## config.mk

```make
export PLATFORM = sky130hd
export DESIGN_NAME = uart_fifo_core
export DESIGN_NICKNAME = d
export VERILOG_FILES = /design/src/rtl/uart_pkg.sv /design/src/rtl/uart_sync_fifo.sv /design/src/rtl/uart_fifo_core.sv
export SDC_FILE = /design/constraint.sdc
export NUM_CORES = 1
export LEC_CHECK = 0
export CAP_MARGIN = 10
export CORE_UTILIZATION = 46
export DETAILED_ROUTE_END_ITERATION = 10
export HOLD_SLACK_MARGIN = 0.05
export PLACE_DENSITY = 0.63
export SETUP_SLACK_MARGIN = 0.4
export SLEW_MARGIN = 20
export SYNTH_ARGS = -nofsm -noshare
export SYNTH_HDL_FRONTEND = slang
export SYNTH_SLANG_ARGS = --single-unit
export TNS_END_PERCENT = 5
```

## constraint.sdc

```tcl
create_clock -name clk -period 5.4 [get_ports clk]
set_input_delay 0.54 -clock clk [delete_from_list [all_inputs] [get_ports clk]]
set_output_delay 0.54 -clock clk [all_outputs]
set_load 0.01 [all_outputs]
```

## src/rtl/uart_pkg.sv

```systemverilog
// uart_pkg: parity codes, TX/RX state encodings and the 2-of-3 vote shared by the UART core
package uart_pkg;
    localparam int PARITY_NONE = 0;
    localparam int PARITY_EVEN = 1;
    localparam int PARITY_ODD  = 2;

    typedef enum logic [2:0] {TX_IDLE, TX_START, TX_DATA, TX_PARITY, TX_STOP} tx_state_t;
    typedef enum logic [2:0] {RX_IDLE, RX_START, RX_DATA, RX_PARITY, RX_STOP, RX_EVAL, RX_BREAK} rx_state_t;

    function automatic logic majority3(input logic a, input logic b, input logic c);
        return (a & b) | (a & c) | (b & c);
    endfunction
endpackage

```

## src/rtl/uart_sync_fifo.sv

```systemverilog
// uart_sync_fifo: show-ahead synchronous FIFO; pointers carry an extra wrap bit to tell full from empty
module uart_sync_fifo #(
    parameter int WIDTH = 8,
    parameter int DEPTH = 16
) (
    input  logic             clk,
    input  logic             reset,
    input  logic             push,
    input  logic [WIDTH-1:0] wr_data,
    input  logic             pop,
    output logic [WIDTH-1:0] rd_data,
    output logic             full,
    output logic             empty
);
    localparam int AW = $clog2(DEPTH);
    localparam logic [AW:0] PTR_ONE = 1;

    logic [WIDTH-1:0] mem [DEPTH];
    logic [AW:0]      wr_ptr, rd_ptr;
    logic             do_push, do_pop;

    assign empty   = wr_ptr == rd_ptr;
    assign full    = (wr_ptr[AW] != rd_ptr[AW]) && (wr_ptr[AW-1:0] == rd_ptr[AW-1:0]);
    assign do_pop  = pop && !empty;
    assign do_push = push && (!full || do_pop);
    assign rd_data = mem[rd_ptr[AW-1:0]];

    always_ff @(posedge clk) begin
        if (reset) begin
            wr_ptr <= '0;
            rd_ptr <= '0;
        end else begin
            if (do_push) wr_ptr <= wr_ptr + PTR_ONE;
            if (do_pop) rd_ptr <= rd_ptr + PTR_ONE;
        end
    end

    always_ff @(posedge clk)
        if (do_push) mem[wr_ptr[AW-1:0]] <= wr_data;
endmodule

```

## src/rtl/uart_fifo_core.sv

```systemverilog
// uart_fifo_core: full-duplex UART with runtime baud divisor and TX/RX FIFOs behind valid/ready
module uart_fifo_core
    import uart_pkg::*;
#(
    parameter int DATA_BITS  = 8,
    parameter int PARITY     = 0,
    parameter int STOP_BITS  = 1,
    parameter int OVERSAMPLE = 16,
    parameter int DIV_W      = 16,
    parameter int TX_DEPTH   = 16,
    parameter int RX_DEPTH   = 16
) (
    input  logic                 clk,
    input  logic                 reset,
    input  logic [DIV_W-1:0]     baud_div,
    input  logic                 uart_rx,
    output logic                 uart_tx,
    input  logic [DATA_BITS-1:0] tx_data,
    input  logic                 tx_valid,
    output logic                 tx_ready,
    output logic [DATA_BITS-1:0] rx_data,
    output logic                 rx_valid,
    input  logic                 rx_ready,
    output logic                 tx_busy,
    output logic                 rx_busy,
    output logic                 rx_frame_err,
    output logic                 rx_parity_err,
    output logic                 rx_overrun
);
    localparam int CW = $clog2(OVERSAMPLE);
    localparam logic [CW-1:0]    OS_LAST   = CW'(OVERSAMPLE - 1);
    localparam logic [CW-1:0]    OS_MID    = CW'(OVERSAMPLE / 2 + 1);
    localparam logic [CW-1:0]    CNT_ONE   = 1;
    localparam logic [DIV_W-1:0] DIV_ONE   = 1;
    localparam logic [3:0]       DATA_LAST = 4'(DATA_BITS - 1);
    localparam logic [3:0]       STOP_LAST = 4'(STOP_BITS - 1);
    localparam logic             PAR_ODD   = PARITY == PARITY_ODD;

    logic [DIV_W-1:0] div_cnt;
    logic             tick;

    assign tick = div_cnt == '0;

    always_ff @(posedge clk)
        if (reset) div_cnt <= '0;
        else div_cnt <= tick ? (baud_div > DIV_ONE ? baud_div - DIV_ONE : '0) : div_cnt - DIV_ONE;

    tx_state_t            tx_state, tx_next;
    logic [CW-1:0]        tx_tcnt;
    logic [3:0]           tx_bcnt;
    logic [DATA_BITS-1:0] tx_sh, tx_head;
    logic                 tx_par, tx_pop, tx_full, tx_empty, tx_bit_end;

    uart_sync_fifo #(.WIDTH(DATA_BITS), .DEPTH(TX_DEPTH)) u_tx_fifo (
        .clk(clk), .reset(reset), .push(tx_valid && tx_ready), .wr_data(tx_data),
        .pop(tx_pop), .rd_data(tx_head), .full(tx_full), .empty(tx_empty)
    );

    assign tx_ready   = !tx_full;
    assign tx_busy    = !tx_empty || tx_state != TX_IDLE;
    assign tx_bit_end = tick && tx_tcnt == OS_LAST;
    assign uart_tx    = tx_state == TX_START ? 1'b0 : tx_state == TX_DATA ? tx_sh[0] :
                        tx_state == TX_PARITY ? tx_par : 1'b1;

    // Leaving IDLE only on a tick keeps the start bit exactly OVERSAMPLE ticks long.
    always_comb begin
        tx_next = tx_state;
        tx_pop  = 1'b0;
        case (tx_state)
            TX_IDLE:   if (tick && !tx_empty) begin tx_next = TX_START; tx_pop = 1'b1; end
            TX_START:  if (tx_bit_end) tx_next = TX_DATA;
            TX_DATA:   if (tx_bit_end && tx_bcnt == DATA_LAST) tx_next = PARITY == PARITY_NONE ? TX_STOP : TX_PARITY;
            TX_PARITY: if (tx_bit_end) tx_next = TX_STOP;
            TX_STOP:   if (tx_bit_end && tx_bcnt == STOP_LAST) begin
                tx_next = tx_empty ? TX_IDLE : TX_START;
                tx_pop  = !tx_empty;
            end
            default:   tx_next = TX_IDLE;
        endcase
    end

    always_ff @(posedge clk) begin
        if (reset) begin
            tx_state <= TX_IDLE;
            tx_tcnt  <= '0;
            tx_bcnt  <= '0;
            tx_sh    <= '0;
            tx_par   <= 1'b0;
        end else begin
            tx_state <= tx_next;
            tx_tcnt  <= (tx_state == TX_IDLE || tx_bit_end) ? '0 : tick ? tx_tcnt + CNT_ONE : tx_tcnt;
            tx_bcnt  <= tx_next != tx_state ? '0 : tx_bit_end ? tx_bcnt + 4'd1 : tx_bcnt;
            if (tx_pop) begin
                tx_sh  <= tx_head;
                tx_par <= ^tx_head ^ PAR_ODD;
            end else if (tx_state == TX_DATA && tx_bit_end) tx_sh <= tx_sh >> 1;
        end
    end

    rx_state_t            rx_state, rx_next;
    logic                 rx_meta, rx_s, rx_maj, rx_mid, rx_bit_end;
    logic [CW-1:0]        rx_tcnt;
    logic [3:0]           rx_bcnt;
    logic [1:0]           rx_smp;
    logic [DATA_BITS-1:0] rx_sh;
    logic                 rx_pbit, rx_stop, rx_push, rx_full, rx_empty, par_bad, fe, pe, ov;

    uart_sync_fifo #(.WIDTH(DATA_BITS), .DEPTH(RX_DEPTH)) u_rx_fifo (
        .clk(clk), .reset(reset), .push(rx_push), .wr_data(rx_sh),
        .pop(rx_valid && rx_ready), .rd_data(rx_data), .full(rx_full), .empty(rx_empty)
    );

    assign rx_valid   = !rx_empty;
    assign rx_busy    = rx_state != RX_IDLE;
    assign rx_maj     = majority3(rx_smp[1], rx_smp[0], rx_s);
    assign rx_mid     = tick && rx_tcnt == OS_MID;
    assign rx_bit_end = tick && rx_tcnt == OS_LAST;
    assign par_bad    = PARITY != PARITY_NONE && ((^rx_sh ^ rx_pbit) != PAR_ODD);

    always_comb begin
        rx_next = rx_state;
        rx_push = 1'b0;
        fe      = 1'b0;
        pe      = 1'b0;
        ov      = 1'b0;
        case (rx_state)
            RX_IDLE:   if (tick && !rx_s) rx_next = RX_START;
            RX_START:  rx_next = (rx_mid && rx_maj) ? RX_IDLE : rx_bit_end ? RX_DATA : RX_START;
            RX_DATA:   if (rx_bit_end && rx_bcnt == DATA_LAST) rx_next = PARITY == PARITY_NONE ? RX_STOP : RX_PARITY;
            RX_PARITY: if (rx_bit_end) rx_next = RX_STOP;
            RX_STOP:   if (rx_mid) rx_next = RX_EVAL;
            RX_EVAL:   begin
                rx_next = rx_stop ? RX_IDLE : RX_BREAK;
                fe      = !rx_stop;
                pe      = rx_stop && par_bad;
                ov      = rx_stop && !par_bad && rx_full && !rx_ready;
                rx_push = rx_stop && !par_bad && !ov;
            end
            RX_BREAK:  if (rx_s) rx_next = RX_IDLE;
            default:   rx_next = RX_IDLE;
        endcase
    end

    // rx_tcnt is the index of the next tick within the bit; the detecting tick counts as index 0.
    always_ff @(posedge clk) begin
        if (reset) begin
            {rx_meta, rx_s} <= 2'b11;
            rx_state        <= RX_IDLE;
            rx_tcnt         <= CNT_ONE;
            rx_bcnt         <= '0;
            rx_smp          <= 2'b11;
            rx_sh           <= '0;
            rx_pbit         <= 1'b0;
            rx_stop         <= 1'b1;
            rx_frame_err    <= 1'b0;
            rx_parity_err   <= 1'b0;
            rx_overrun      <= 1'b0;
        end else begin
            {rx_meta, rx_s} <= {uart_rx, rx_meta};
            rx_state        <= rx_next;
            rx_tcnt         <= rx_state == RX_IDLE ? CNT_ONE : rx_bit_end ? '0 : tick ? rx_tcnt + CNT_ONE : rx_tcnt;
            rx_bcnt         <= rx_next != rx_state ? '0 : rx_bit_end ? rx_bcnt + 4'd1 : rx_bcnt;
            rx_smp          <= tick ? {rx_smp[0], rx_s} : rx_smp;
            if (rx_mid && rx_state == RX_DATA) rx_sh <= {rx_maj, rx_sh[DATA_BITS-1:1]};
            if (rx_mid && rx_state == RX_PARITY) rx_pbit <= rx_maj;
            if (rx_mid && rx_state == RX_STOP) rx_stop <= rx_maj;
            rx_frame_err    <= fe;
            rx_parity_err   <= pe;
            rx_overrun      <= ov;
        end
    end
endmodule
```

# Word-level counts from Yosys, hierarchy flattened
# Memory sizes are Yosys's and may differ from the RTL's. A register that Yosys moved wholly into a read port is not among the register bits.
# Index checks and enable logic that the tools add are counted.
[classes] n_addsub=10 order_cmp=1 n_eq_ne=23 mux=37 bitwise=6 reduce_logical=50
[ops] operator="2-to-1 mux 3 bit" n=11
[ops] operator="2-to-1 mux 16 bit" n=2
[ops] operator="subtractor 16 x 1 -> 16 bit, second input constant" n=2
[ops] operator="logical AND 1 bit" n=23
[ops] operator="one-hot mux 3 bit (7 select lines)" n=1
[ops] operator="adder 5 x 1 -> 5 bit, second input constant" n=4
[ops] operator="adder 4 x 1 -> 4 bit, second input constant" n=4
[ops] operator="greater-than comparator 16 x 1 -> 1 bit, second input constant" n=1
[ops] operator="zero test 16 bit" n=1
[ops] operator="2-to-1 mux 4 bit" n=4
[ops] operator="2-to-1 mux 8 bit" n=2
[ops] operator="one-hot mux 3 bit (5 select lines)" n=1
[ops] operator="2-to-1 mux 1 bit" n=13
[ops] operator="== test 3 x 2 -> 1 bit, second input constant" n=4
[ops] operator="== test 3 bit, second input constant" n=4
[ops] operator="== test 4 bit, second input constant" n=3
[ops] operator="== test 5 bit" n=2
[ops] operator="OR reduction 2 bit" n=5
[ops] operator="== test 4 x 3 -> 1 bit, second input constant" n=2
[ops] operator="== test 4 bit" n=2
[ops] operator="zero test 1 bit" n=8
[ops] operator="parity 8 bit" n=1
[ops] operator="== test 3 x 1 -> 1 bit, second input constant" n=2
[ops] operator="zero test 3 bit" n=2
[ops] operator="12 further kinds" n=23
[totals] regBits=82 ram_bits=256 in_bits=29 output_inout_bits=16 wordCells=150 mem_count=2
[mem_list] memory="u_rx_fifo.mem" depth=16 width=8 read_ports=1 rd_clocked_by_memory_dff=1 wr=1 line_no="uart_sync_fifo.sv:18" source="logic [WIDTH-1:0] mem [DEPTH];"
[mem_list] memory="u_tx_fifo.mem" depth=16 width=8 read_ports=1 rd_clocked_by_memory_dff=1 wr=1 line_no="uart_sync_fifo.sv:18"

# Logic depth before layout (Yosys ltp)
# Gate-level depths: netlist of the first run.
[logic_depth] ltp_word=10 ltp_mapped=9 mapped_depth_nobuf=9

# Hierarchy
# From an unflattened synthesis of the first run, not the netlist that was laid out.
[unflattened] hier_cells=960 area_unflattened_um2=14945.6
[modules_own_cells] mod="uart_sync_fifo at u_tx_fifo" n_inst=1 cells_each=263 area_each_um2=5711.7 seq_area_each_um2=4124.0
[modules_own_cells] mod="uart_sync_fifo at u_rx_fifo" n_inst=1 cells_each=263 area_each_um2=5704.2 seq_area_each_um2=4124.0
[modules_own_cells] mod="uart_fifo_core" n_inst=1 cells_each=434 area_each_um2=3529.6 seq_area_each_um2=1241.2

# Worst setup path after synthesis of the first run
# No wires, ideal clock.
[synth_path] path_kind="register to register" start="register u_tx_fifo.wr_ptr[3]" end="memory u_tx_fifo.mem[3][0] (enable)" setup_time_ps=383 arrival_time_ps=2082 required_ps=5017 path_slack_ps=2935 path_stages_with_launch=9 n_path_buf=2 synth_period_minus_slack_ps=2465 path_cell_list="dfxtp_1 -> clkbuf_1 -> xor2_1 -> nor4_1 -> nand2_1 -> and2_1 -> clkbuf_1 -> nand2_1 -> nor3_1"
[synth_between] elab_cells_between_ends=15 classes_between="2 x eq/ne; 5 x mux; 8 x reduce/logical"
[synth_rtl] item="from (decl)" line_no="uart_sync_fifo.sv:19" source="logic [AW:0] wr_ptr, rd_ptr;"
[synth_rtl] item="from (signal assigned)" line_no="uart_sync_fifo.sv:33" source="if (do_push) wr_ptr <= wr_ptr + PTR_ONE;"
[synth_rtl] item="== test 4 bit *" line_no="uart_sync_fifo.sv:23" source="assign full = (wr_ptr[AW] != rd_ptr[AW]) && (wr_ptr[AW-1:0] == rd_ptr[AW-1:0]);"
[synth_rtl] item="logical AND 1 bit *" line_no="uart_sync_fifo.sv:23"
[synth_rtl] item="zero test 1 bit *" line_no="uart_fifo_core.sv:59" source="assign tx_ready = !tx_full;"
[synth_rtl] item="named net tx_ready" line_no="uart_fifo_core.sv:20" source="output logic tx_ready,"
[synth_rtl] item="logical AND 1 bit or logical OR 1 bit (tied branches)" line_no="uart_fifo_core.sv:55, uart_sync_fifo.sv:25"
[synth_rtl] item="logical AND 1 bit *" line_no="uart_sync_fifo.sv:25" source="assign do_push = push && (!full || do_pop);"
[synth_rtl] item="2-to-1 mux 1 bit *" line_no="uart_sync_fifo.sv:39" source="if (do_push) mem[wr_ptr[AW-1:0]] <= wr_data;"
[synth_rtl] item="2-to-1 mux 1 bit (not written as such) *" line_no="uart_sync_fifo.sv:39"
[synth_rtl] item="to (decl)" line_no="uart_sync_fifo.sv:18"
# The timed path passes the listed nets; every way through them passes the cells marked *.

==> results of run 1 <==
## report_power, final
group | leakage [nW] | switching, mW | internal, mW
registers | 3.07 | 0.0818 | 2.92
logic | 1.62 | 0.414 | 0.325
clock network | 0.531 | 0.964 | 1.31
## worst paths after layout
kind | start | end | slack (ns)
setup / recovery | flip-flop | rx_data[6] | 1.99
hold / removal | rx_meta | rx_s | 0.41
setup reg to reg | flip-flop | tx_par | 2.55
hold reg to reg | rx_meta | rx_s | 0.41
## worst max-delay path, stage by stage, from the launching register on
cell	delay [ns]
dfxtp_4	0.75
mux4_2	0.57
mux4_2	0.50
clkdlybuf4s50_1	0.51
## layout make-up
type,count,area [µm²]
Tap cell,396,495
Fill cell,2531,14400
Clock buffer,50,975
Multi-Input combinational cell,545,4570
Sequential cell,346,9490
Clock inverter,16,105
Inverter,14,52.6
Timing Repair Buffer,53,500
## layout by cell type, fill, tap and decap left out, drive strengths merged, types with 6 or more instances in the layout
master	count
nor2	108
nand2	77
edfxtp	256
nor3	28
or3	9
a21oi	32
a22oi	23
nor4	10
nand4	12
inv	16
ha	19
mux2i	14
or2	6
xor2	36
xnor2	31
clkinv	13
o21ai	14
nand2b	8
dfxtp	90
clkbuf	50
mux4	72
buf	11
clkdlybuf4s50	42
## state kept, by name (all words and copies together), names as in the netlist, 8 cells and up, named ones only
| register | cells |
|---|---|
| u_rx_fifo.mem | 128 |
| div_cnt | 16 |
| u_tx_fifo.mem | 128 |
| tx_sh | 8 |
| rx_sh | 8 |
## logic make-up (layout without fill, tap and decap cells)
kind of cell,Yosys count,count (layout),synth area share [%]
fa+ha+maj,20,20,1.73
xor+xnor,67,67,4.11
simple gates,286,286,9.73
mux,86,86,12.3
compound gates,85,85,3.88
buf+inv,58,133,1.78
flops,346,346,66.4
other cells,1,1,0.0262
## metal layers
| metal | up-vias | share of wire, % | global-route usage [%] | wire [µm] |
|---|---|---|---|---|
| li1 | 3676 | - | - | - |
| met1 | 3827 | 43 | 23.3 | 12000 |
| met2 | 153 | 50 | 31.3 | 13800 |
| met3 | 39 | 4.4 | 2.73 | 1210 |
| met4 | 0 | 2.1 | 5.16 | 573 |
| met5 | - | 0 | 0 | 0 |
## metrics by stage
stage                     cells  hold slack (ns)  utilization [%]  power (mW)
after floorplan             949            0.389                -        3.62
after global placement     1354            0.398             49.4        3.79
after detailed placement   1354            0.404             49.4        3.80
after CTS                  1420            0.418             52.9        6.08
after global routing       1420            0.433             52.9        6.27
final                      1420            0.413             52.9        6.02
==> results.toml, run 1 <==
[synth]
postSynthCellCount = 949
postSynth.asyncResetShare_pct = 0
synth_seq_cells = 346
synth_edf_count = 256
netlist_area_um2 = 14300
postSynthNetCount = 997
synth_warnings = 0
synth_area_per_cell_um2 = 15.1
synth_flop_cell = "edfxtp_1"
ys_top_cells_by_area = "edfxtp_1 54%, dfxtp_1 13%, mux4_2 11%"
ys_types = 58
synthTopCellsByCount = "256 x edfxtp_1, 105 x nor2_1, 90 x dfxtp_1, 77 x nand2_1, 72 x mux4_2"
synth_top_cell_area_share_pct = 53.8
synth.most_common_cell = "edfxtp_1"
yosys.area.top_type = "edfxtp_1"
yosysSeqAreaShare_pct = 66.4

[timing]
hold_violations = 0
slew_viol_final = 0
final.period_utilization_pct = 63.2
fmax_mhz = 293
setup_tns_ns = 0
clock-skew-final_ns = 0.0185
worst_pin_slew_ns = 1.12
relSlewSlack_pct = 25.0
setup_violations = 0
setup_ws_ns = 1.99
rsz0062_at_grt = "no"
period_minus_slack_ns = 3.41

[final_layout]
syn_to_final_growth_pct = 13.4
final_nets = 1045
drive_gt1_share_pct = 15.4
antenna_cells = 0
design_area_um2 = 16200

[grt]
track_usage_pct = 18.0
antenna_found_initial = 0
grt_pass1_vias = 7580
grt_max_degree = 47
grt_pass1_wl_um = 42600
gr-total-overflow = 0

[detailed_routing]
drt-total-wl_um = 27600
drt_iter0_drc = 457
post_drt_via_cell_ratio = 5.42
routed-via-count = 7695
drt_first_pass_iters = 5
post_drt_wl_per_cell_um = 19.4
drc = 0
ant_nets = 0

[clocking]
clock_latency_ns = 0.52
clockBufferDepth = 3
root_buffer = "clkbuf_16"
cts_max_level = 2
cts_made_buffers = 37
cts_resized = 0
path_clk_slew_ns = 0.06
clock_sinks = 346
postCtsSetupBuffers = 0
cts_tree = "done"
cts_hold_buf = 0

[power]
irDropWorstVdd_mv = 0.307
leakagePower_nw = 5.22
power_per_cell_area_nw_per_um2 = 372

[placement]
place_congestion = 0.780
hpwl_um = 17200
place_ws_ns = 2.10
port_buffers = 43
place_area_um2 = 15100

[worst_setup_path]
worstSetupStartpointType = "flip-flop"
ff2ff_path_depth = 8
crit_arrival_ns = 2.87
worstSetupEndpointType = "output port"
cp_data_required_time_ns = 4.86
cp_max_fo = 32
crit_type = "reg2out"

[floorplan]
ios = 45
die_w_um = 178
die_area_um2 = 31800
core_area_um2 = 30600
initial_core_util_pct = 46.7
die-height_um = 178
num_rows = 64

[outcome]
outcome = "finished, final reports clean"

[min_path]
whs_path_depth = 1
hold_path_class = "reg2reg"

[run]
maxCapViolCount = 0
(Power assumes the default switching activity.)
==> inputs of run 2 (changes only) <==
==> constraint.sdc (replaced) <==
create_clock -name clk -period 3.6 [get_ports clk]
set_input_delay 0.36 -clock clk [delete_from_list [all_inputs] [get_ports clk]]
set_output_delay 0.36 -clock clk [all_outputs]
set_load 0.01 [all_outputs]
==> run 2 against run 1 <==
Compared with the run above:
- via count grew 1.3%
- final area is 2.3% higher
- combinational power grew 52%
- setup slack got worse by 1.4 ns
- critical path depth increased by 1
- die area did not move
- total power grew 60%
- hold slack lost 0.011 ns
- global-route usage rose by 0.38 points
- flip-flop and latch count is the same
- core utilization grew 1.2 points
- non-clock buffer count grew 24
- critical path type unchanged
- largest power group unchanged
==> results.toml, run 2 (synthesis gave the netlist of run 1 again) <==
[outcome]
outcome = "finished, final reports clean"

[grt]
gr-total-overflow = 0
grt_max_degree = 46
track_usage_pct = 18.4
grt_pass1_wl_um = 44100
antenna_found_initial = 0
grt_pass1_vias = 7950

[final_layout]
final_cell_mix = "256 x edfxtp_1, 105 x nor2_1, 88 x dfxtp_1, 77 x nand2_1, 72 x mux4_2"
antenna_cells = 0
nFillCells = 2489
drive_gt1_share_pct = 17.8
final_core_util_pct = 54.2
multiInputGateArea_um2 = 4550
layout_commonest_cell = "edfxtp_1"
final_nets = 1070
syn_to_final_growth_pct = 16.0
seq_area_um2 = 9490

[clocking]
cts_max_level = 2
path_clk_slew_ns = 0.06
clock_sinks = 346
cts_made_buffers = 38
clock_latency_ns = 0.53
cts_tree = "done"
cts_hold_buf = 0
clockBufferDepth = 3
root_buffer = "clkbuf_16"

[timing]
setup_violations = 0
hold_violations = 0
fmax_mhz = 331
hold_ws_ns = 0.402
setup_tns_ns = 0
clock-skew-final_ns = 0.0247
slew_viol_final = 0
relSlewSlack_pct = 40.2
rsz0062_at_grt = "no"
period_minus_slack_ns = 3.02
worst_pin_slew_ns = 0.894
final.period_utilization_pct = 84.0

[detailed_routing]
post_drt_wl_per_cell_um = 19.0
drt-total-wl_um = 27500
ant_nets = 0
drt_iter0_drc = 566
drt_first_pass_iters = 5
post_drt_via_cell_ratio = 5.39
routed-via-count = 7798
drc = 0

[placement]
hpwl_um = 17900
port_buffers = 43
place_congestion = 0.761

[worst_setup_path]
crit_arrival_ns = 2.66
endpoint = "rx_data[6]"
r2r_setup_slack_ns = 0.94
worstSetupEndpointType = "output port"
rr_endpoint = "tx_par"
worstSetupStartpointType = "flip-flop"
crit_type = "reg2out"
cp_max_fo = 13
cp_common_cell = "mux4_2"
crit_chain = "buf_6 -> mux4_2 -> mux4_2 -> clkdlybuf4s50_1"
ff2ff_path_depth = 8
cpPeakStageDelay_ns = 0.52
slowest_stage = "mux4_2"
cp_data_required_time_ns = 3.24

[power]
leakagePower_nw = 5.44
power_per_cell_area_nw_per_um2 = 579
irDropWorstVdd_mv = 0.420
fin_total_pwr_mw = 9.60

[floorplan]
ios = 45
initial_core_util_pct = 46.7
die_w_um = 178
die_area_um2 = 31800
core_area_um2 = 30600
num_rows = 64
die-height_um = 178

[run]
maxCapViolCount = 0

[min_path]
hold_path_class = "in2reg"
run 2: cell types whose count changed in the layout (fill, tap and decap cells not counted):
cell / before / now
clkbuf_1: 13 / 7
nor2_1: 104 / 105
clkbuf_8: 0 / 4
buf_4: 10 / 33
clkbuf_16: 37 / 38
nor2_2: 3 / 2
nor3_2: 5 / 1
clkinv_2: 7 / 6
buf_6: 0 / 1
nor3_1: 22 / 26
bufinv_16: 1 / 6
clkinv_8: 0 / 1
run 2: power breakdown:
part           internal, mW  leakage, nW  switching, mW  total, mW
logic                 0.499         1.73          0.624       1.12
clock network          2.46        0.639           1.52       3.98
registers              4.38         3.07          0.117       4.49
run 2: final cells by class:
| class | count | share of cell area, % |
|---|---|---|
| Inverter | 14 | 0.317 |
| Multi-Input combinational cell | 545 | 27.5 |
| Clock inverter | 21 | 1.61 |
| Timing Repair Buffer | 77 | 4.13 |
| Clock buffer | 49 | 6.23 |
| Sequential cell | 346 | 57.3 |
| Tap cell | 396 | 2.99 |
run 2: worst min-delay path by stage:
| stage | startpoint | cells after the start | to | slack, ns |
|---|---|---|---|---|
| final | uart_rx | 2 | rx_meta | 0.40 |
| after global routing | uart_rx | 2 | rx_meta | 0.41 |
| after CTS | uart_rx | 2 | rx_meta | 0.38 |
| after detailed placement | rx_meta | 1 | rx_s | 0.40 |
| after global placement | rx_meta | 1 | rx_s | 0.39 |
| after floorplan | rx_meta | 1 | rx_s | 0.39 |
run 2: what timing repair did:
| action | CTS | global route |
|---|---|---|
| resized for setup | 2 | 0 |
| setup endpoints to repair | 7 | 0 |
| hold endpoints to repair | 0 | 0 |
| setup buffers | 4 | 0 |
run 2: layer usage:
layer	routed length [µm]	share of wire, %	up-vias	global-route usage (%)
met5	0	0	-	0
met3	1060	3.9	54	2.69
li1	-	-	3736	-
met1	12100	44	3835	24.3
met2	13600	49	173	31.2
met4	703	2.6	0	5.83
run 2: worst max-delay path: cells and delay by family, from the launching register on:
kind / cells / cell delay [ns]
buffers and inverters: 2 / 0.73
DFF: 1 / 0.41
muxes: 2 / 1.01
run 2: per-stage QoR:
stage	worst slack [ns]	cell area, µm²	cells
floorplan	1.14	14300	949
global placement	0.690	15200	1374
detailed placement	0.683	15200	1374
CTS	0.545	16600	1448
global route	0.489	16600	1448
finish	0.576	16600	1448
